### src/rtl/dff_cond_pkg.sv
// Shared types and defaults for the input-conditioning stages that feed the
// team's D flip-flop.
package dff_cond_pkg;

   typedef enum logic [1:0] {
      IDLE_LOW   = 2'b00,
      CHECK_HIGH = 2'b01,
      IDLE_HIGH  = 2'b11,
      CHECK_LOW  = 2'b10
   } db_state_e;

   localparam int SYNC_STAGES_DEF = 2;
   localparam int DB_CYCLES_DEF   = 4;

endpackage

### src/rtl/sync_chain.sv
// Plain 1-bit flop chain for bringing an asynchronous level into clk.
// Asynchronous active-low reset clears every stage.
module sync_chain #(
   parameter int STAGES = 2
) (
   input  logic clk,
   input  logic reset,
   input  logic d,
   output logic q
);

   logic [STAGES-1:0] chain_q;
   logic [STAGES-1:0] chain_d;

   // No logic between stages: each flop only re-samples its predecessor.
   always_comb begin
      chain_d = {chain_q[STAGES-2:0], d};
   end

   always_ff @(posedge clk or negedge reset) begin
      if (!reset) begin
         chain_q <= '0;
      end else begin
         chain_q <= chain_d;
      end
   end

   assign q = chain_q[STAGES-1];

endmodule

### src/rtl/dff_input_debounce.sv
// Synchronise and debounce a raw level, producing a clean dout plus
// single-cycle rise/fall strobes for the downstream flop.
module dff_input_debounce
   import dff_cond_pkg::*;
#(
   parameter int SYNC_STAGES = SYNC_STAGES_DEF,
   parameter int DB_CYCLES   = DB_CYCLES_DEF
) (
   input  logic clk,
   input  logic reset,
   input  logic din,
   output logic dout,
   output logic rise,
   output logic fall,
   output logic stable
);

   localparam int CNT_W = $clog2(DB_CYCLES + 1);
   localparam logic [CNT_W-1:0] CNT_LAST = CNT_W'(DB_CYCLES - 1);
   localparam logic [CNT_W-1:0] CNT_ONE  = CNT_W'(1);

   logic s;

   db_state_e        state_q, state_d;
   logic [CNT_W-1:0] cnt_q, cnt_d;
   logic             dout_q, dout_d;
   logic             rise_q, rise_d;
   logic             fall_q, fall_d;
   logic             stable_q, stable_d;

   sync_chain #(
      .STAGES (SYNC_STAGES)
   ) u_sync (
      .clk   (clk),
      .reset (reset),
      .d     (din),
      .q     (s)
   );

   // cnt holds how many consecutive samples of the candidate level have been
   // seen; the accept transition clears it, so it never passes CNT_LAST.
   always_comb begin
      state_d = state_q;
      cnt_d   = cnt_q;
      dout_d  = dout_q;
      rise_d  = 1'b0;
      fall_d  = 1'b0;
      case (state_q)
         IDLE_LOW: begin
            if (s) begin
               state_d = CHECK_HIGH;
               cnt_d   = CNT_ONE;
            end
         end
         CHECK_HIGH: begin
            if (!s) begin
               state_d = IDLE_LOW;
               cnt_d   = '0;
            end else if (cnt_q == CNT_LAST) begin
               state_d = IDLE_HIGH;
               dout_d  = 1'b1;
               rise_d  = 1'b1;
               cnt_d   = '0;
            end else begin
               cnt_d = cnt_q + CNT_ONE;
            end
         end
         IDLE_HIGH: begin
            if (!s) begin
               state_d = CHECK_LOW;
               cnt_d   = CNT_ONE;
            end
         end
         CHECK_LOW: begin
            if (s) begin
               state_d = IDLE_HIGH;
               cnt_d   = '0;
            end else if (cnt_q == CNT_LAST) begin
               state_d = IDLE_LOW;
               dout_d  = 1'b0;
               fall_d  = 1'b1;
               cnt_d   = '0;
            end else begin
               cnt_d = cnt_q + CNT_ONE;
            end
         end
         default: begin
            state_d = IDLE_LOW;
            cnt_d   = '0;
         end
      endcase
      stable_d = (state_d == IDLE_LOW) || (state_d == IDLE_HIGH);
   end

   always_ff @(posedge clk or negedge reset) begin
      if (!reset) begin
         state_q  <= IDLE_LOW;
         cnt_q    <= '0;
         dout_q   <= 1'b0;
         rise_q   <= 1'b0;
         fall_q   <= 1'b0;
         stable_q <= 1'b1;
      end else begin
         state_q  <= state_d;
         cnt_q    <= cnt_d;
         dout_q   <= dout_d;
         rise_q   <= rise_d;
         fall_q   <= fall_d;
         stable_q <= stable_d;
      end
   end

   assign dout   = dout_q;
   assign rise   = rise_q;
   assign fall   = fall_q;
   assign stable = stable_q;

endmodule

### config.mk
export PLATFORM = sky130hd
export DESIGN_NAME = dff_input_debounce
export DESIGN_NICKNAME = d
export VERILOG_FILES = /design/src/rtl/dff_cond_pkg.sv /design/src/rtl/sync_chain.sv /design/src/rtl/dff_input_debounce.sv
export SDC_FILE = /design/constraint.sdc
export NUM_CORES = 1
export LEC_CHECK = 0
export BUFFER_PORTS_ARGS = -buffer_cell sky130_fd_sc_hd__buf_2
export CAP_MARGIN = 10
export CORE_MARGIN = 10
export CORE_UTILIZATION = 30
export DETAILED_ROUTE_END_ITERATION = 16
export GPL_TIMING_DRIVEN = 0
export MAX_ROUTING_LAYER = met4
export PLACE_DENSITY_LB_ADDON = 0.12
export SYNTH_ARGS = -nofsm -noshare
export SYNTH_HDL_FRONTEND = slang
export SYNTH_HIERARCHICAL = 1
export SYNTH_SLANG_ARGS = --single-unit
### constraint.sdc
create_clock -name clk -period 1.55 [get_ports clk]
set_clock_uncertainty 0.2 [all_clocks]
set_input_delay 0.155 -clock clk [delete_from_list [all_inputs] [get_ports clk]]
set_output_delay 0.155 -clock clk [all_outputs]
set_load 0.02 [all_outputs]
Word level (Yosys, flattened, before mapping)
Cells that the tools add are included.
- register bits: 11
- input port bits: 3
- output and inout bits: 4
- word-level logic and storage cells: 48
- $add $sub $neg: 1
- eq/ne operators: 11
- multiplexer cells: 23
- reductions and logical operators: 6
- operator list (operator ; number):
    $mux 3 ; 5
    $mux 2 ; 6
    $pmux 3 s4 ; 1
    $mux 1 ; 9
    $ne 2x2->1 const B ; 4
    $pmux 2 s4 ; 1
    $eq 2x2->1 const B ; 3
    $reduce_and 5->1 ; 1
    $logic_not 2->1 ; 2
    $ne 2x1->1 const B ; 2
    $add 3x1->3 const B ; 1
    $eq 3x2->1 const B ; 1
    $eq 2x1->1 const B ; 1
    $pmux 1 s2 ; 1
    $reduce_and 2->1 ; 1
    $reduce_bool 2->1 ; 1
    $logic_or 1x1->1 ; 1

Longest topological paths before layout
- word-level depth: 6
- mapped depth: 6
- gate-level depth less buffers: 6

Modules after synthesis
The synthesis kept the hierarchy.
- by module, submodules not included (module ; instances ; cells an instance ; area each (um2) ; seq. area each (um2)):
    dff_input_debounce ; 1 ; 52 ; 528.0 ; 226.5
    sync_chain ; 1 ; 2 ; 50.0 ; 50.0

Least setup slack after synthesis
Ideal clock, no wire load.
- path kind: register to register
- from: register state_q[1]
- to: register stable_q (netlist: stable)
- library setup time: 0.075 ns
- arrival: 1.418 ns
- data required time: 1.275 ns
- setup slack: -0.144 ns
- cell stages (with the launch flop): 7
- path buffers: 0
- clock period less this slack: 1.694 ns
- cells stage by stage: dfrtp_1 inv_1 ha_1 nand3b_1 a311o_1 o311ai_2 xnor2_1
- cells in the longest elaborated chain, start to end: 5
- elaborated cells between the ends (all ways): 14
- those cells by class: 4 x eq/ne; 7 x mux; 3 x reduce/logical
- RTL lines (what ; line ; RTL):
    start: declaration ; dff_input_debounce.sv:24 ; db_state_e state_q, state_d;
    start signal: assignment ; dff_input_debounce.sv:104 ; state_q <= state_d;
    $mux 2, on equally long branches ; dff_input_debounce.sv:78, dff_input_debounce.sv:59 ;
    $mux 2, on equally long branches ; dff_input_debounce.sv:75, dff_input_debounce.sv:56 ;
    $pmux 2 s4 * ; dff_input_debounce.sv:48 ; case (state_q)
    named net state_d[1] ; dff_input_debounce.sv:24 ;
    $eq 2x2->1 / $logic_not 2->1 (equally long branches) ; dff_input_debounce.sv:92 ; stable_d = (state_d == IDLE_LOW) || (state_d == IDLE_HIGH);
    $logic_or 1x1->1 * ; dff_input_debounce.sv:92 ;
    named net stable_d ; dff_input_debounce.sv:29 ; logic stable_q, stable_d;
    end signal: assignment ; dff_input_debounce.sv:109 ; stable_q <= stable_d;
    end: declaration ; dff_input_debounce.sv:29 ;
Mark *: on every way through the listed nets, which the timed path passes. The rest lies on a longest branch.
A chain may end at the register's enable or synchronous reset.

Final worst setup path
- from: register state_q[0]
- to: register stable_q (netlist: stable)
- elaborated cells between the ends (all ways): 14
- those cells by class: 4 x eq/ne; 7 x mux; 3 x reduce/logical
- RTL lines (what ; line):
    $eq 2x2->1, or another cell as far along ; dff_input_debounce.sv:48
    $pmux 2 s4 * ; dff_input_debounce.sv:48
    named net state_d[1] ; dff_input_debounce.sv:24
    $eq 2x2->1 / $logic_not 2->1 (equally long branches) ; dff_input_debounce.sv:92
    $logic_or 1x1->1 * ; dff_input_debounce.sv:92
    named net stable_d ; dff_input_debounce.sv:29
Marked as above.

==> impl_results.md <==
* Combinational share of power at 0.562
* Number of flops mapped to enable cells by yosys at 0
* Ys flop type: dfrtp_1
* Top cell type's share of synthesized area at 0.433
* VDD IR max at 698 uV
* Port Buf Inserts at 6
* Critical-path cell list: inv_2 > ha_4 > inv_2 > or3_4 > o311ai_4 > xnor2_1
* CP Buf/Inv Count at 2
* RSZ-0062 raised after global routing: true
* 1st-iter DRT viols at 5
* Combinational family with the most area after synthesis: compound AO/OA/AOI/OAI gates
* GRT Util Overall at 0.0648
* Area delta synth->final at 37.9%
* Crit path top cell by count: inv_2
* Final hold vios at 0
* CTS Buffer Depth at 2
* H-tree depth at 1
* Mux cell area share after synthesis at 0.0390
* Design area at 797 sq um
* Average size of a mapped cell at 10.7 sq um
* GRT overflow at 0
* Cell area after synthesis at 578 sq um
* Routability cong. at 0.724
* Via-to-Cell Ratio at 4.47
* CP Max Fanout at 4
* Failing checks: setup timing
* Placed Instances at 85
* First-pass GRT wire length at 2010 microns
* Net count after synthesis at 63
* Worst-Skew Late Latency at 270 ps
* Outcome: complete, but fails checks
* Slew margin rel. at 0.833
* Post-synth ARST share at 1.00
* Setup TNS at -294 ps
* TritonCTS Sinks at 11
* Layout Nets at 82
* Switching Share at 0.404
* CTS tree: done
* #FFs+latches synth at 11
* CTS root buffer: clkbuf_4
* Tightest Hold Check Type: input pin to asynchronous set/reset pin
* Wirelength per Cell at 12.4 microns
* Area leader, netlist: dfrtp_1
* CTS clk-pin slew, worst paths at 70 ps
* Register area share after synthesis at 0.478
* Crit-path leading delay family: flip-flops
* Final std cells w/o fill at 97
* Final Cycle Share at 1.06
* Final worst setup slack at -86.8 ps
* Tmin final at 1640 ps
* Die height at ~64 microns
* Filler cell count in the final layout at 168
* Worst EP arrival at 1640 ps
* Top cells by count, synth: dfrtp_1, ha_1, inv_1, nor2_1
* Synth Area in Adders at 0.130
* Area after DPL at ~670 sq um
* Worst Path Required at about 1600 ps
* Fraction of the mapped netlist area in simple logic gates at 0.123
* Row cnt at 15
* Initial DRT Pass Iterations at 4
* Final setup fails at 4
* Post-synthesis compound-gate area fraction at 0.156
* Largest net degree at the start of global routing at 12
* Fmax at 611 MHz
* Sequential share of power at 0.300
* P_int at 0.000880 W
* Pwr dens at around 1900 nW/um^2
* HPWL Detailed at between 800 and 900 microns
* Die footprint at 4080 sq um
* Antenna violations before repair at 0
* Final Max Tran Viols at 0
* Initial core utilization at 0.324
* Synth area leaders: dfrtp_1, ha_1, dfstp_2
* Layout cells sized above 1 at 0.458
* CP startpoint kind: flop
* Total CTS buffers at 3
* I/O pin count at 7
* Most frequent cell after synthesis: dfrtp_1
* Post-Synth XOR/XNOR Area at 0.0152
* Max stage delay on crit path at 450 ps
* Core Area at 1780 sq um
* CP Class: flop to flop
* Vias in the first global route at 452
* Antenna-violating nets left at 0
* MaxCap Viol Count at 0
* Routed WL at 1200 microns
* Drt drc at 0
* Cell variety after synth at 24
* Nature of the critical path endpoint: flop
* Leakage at 0.359 nW
* Clock power frac at 0.138
* Switch Pwr at 0.000596 W
* Worst Max-Slew Pin Slew at 250 ps
* N_diodes at 0
* Mapped Cells at 54
* Crit path max-delay cell type: dfrtp_2
* Via count at 434
* Die Wd at 63.9 microns
* Synth warnings at 6
[what timing repair did]
action                     CTS  global route
pin swaps                    3             1
buffers inserted             3             3
hold endpoints to repair    12             0
setup endpoints to repair    4             6
hold buffers                 2             0
gates resized for setup      7             4
[worst paths after layout]
| check | start | endpoint | slack [ps] | depth (start not counted) |
|---|---|---|---|---|
| worst min register to register | u_sync/chain_q[0] | u_sync/chain_q[1] | 150 | 0 |
| worst max-delay path | state_q[0] | stable | -90 | 6 |
| max in group asynchronous | reset | stable | 820 | 2 |
| min in group clk | u_sync/chain_q[0] | u_sync/chain_q[1] | 150 | 0 |
| worst min-delay path | reset | fall | 70 | 2 |
| worst max register to register | state_q[0] | stable | -90 | 6 |
[logic make-up after synthesis]
| logic type | Yosys count |
|---|---|
| compound gates | 13 |
| flops | 11 |
| xor+xnor | 1 |
| fa+ha+maj | 6 |
| mux | 2 |
| buf+inv | 7 |
| simple gates | 14 |
[flip-flops by register name (all words and copies together) (netlist names)]
signal          cells
fall                1
stable              1
rise                1
u_sync/chain_q      2
cnt_q               3
dout                1
state_q             2
[placed cells by master (no fill, tap or decap), types with 2 or more instances in the layout]
master / synthesis / layout
inv_1: 5 / 2
dfrtp_2: 0 / 2
buf_4: 0 / 5
inv_2: 1 / 3
a21oi_1: 4 / 3
nand2_1: 4 / 4
dlygate4sd3_1: 0 / 2
clkbuf_4: 0 / 3
ha_1: 6 / 3
buf_2: 0 / 6
dfrtp_1: 10 / 8
nor2_1: 5 / 5
o21ai_1: 2 / 2
buf_6: 1 / 2
mux2_4: 0 / 2
ha_4: 0 / 2
[per-layer routing]
metal | up-vias | wire length (microns) | global-route usage
li1 | 220 | - | -
met1 | 205 | 531 | 0.0657
met2 | 9 | 572 | 0.0970
met3 | 0 | 99 | 0.0488
met4 | 0 | 0 | 0.0164
met5 | - | 0 | -
[layout make-up]
cell class	count	area (sq um)	area share
repair buffers	14	98.8	0.124
inverters	6	25.0	0.0314
multi-input cells	36	325	0.408
clock buffers	4	26.3	0.0330
flip-flops and latches	11	279	0.350
well taps	25	31.3	0.0392
plain buffers	1	11.3	0.0141
[power by group through the flow]
stage / Combinational, W / Clock [W] / Sequential (W)
after floorplan: 0.000454 / 0 / 0.000454
after global placement: 0.000593 / 0 / 0.000447
after detailed placement: 0.000597 / 0 / 0.000446
after CTS: 0.000734 / 0.000210 / 0.000444
after global routing: 0.000908 / 0.000232 / 0.000450
final: 0.000830 / 0.000203 / 0.000443
[metrics by stage]
stage	setup WS (ps)	hold WS (ps)	utilization	total power [W]
after detailed placement	-171	-156	0.373	0.00104
final	-86.8	73.6	0.447	0.00148
after global placement	-183	-163	0.373	0.00104
after CTS	-100	81.6	0.427	0.00139
after global routing	-144	82.8	0.447	0.00159
after floorplan	-37.2	-341	-	0.000908
Note: power is estimated with default switching activity, not from simulation.
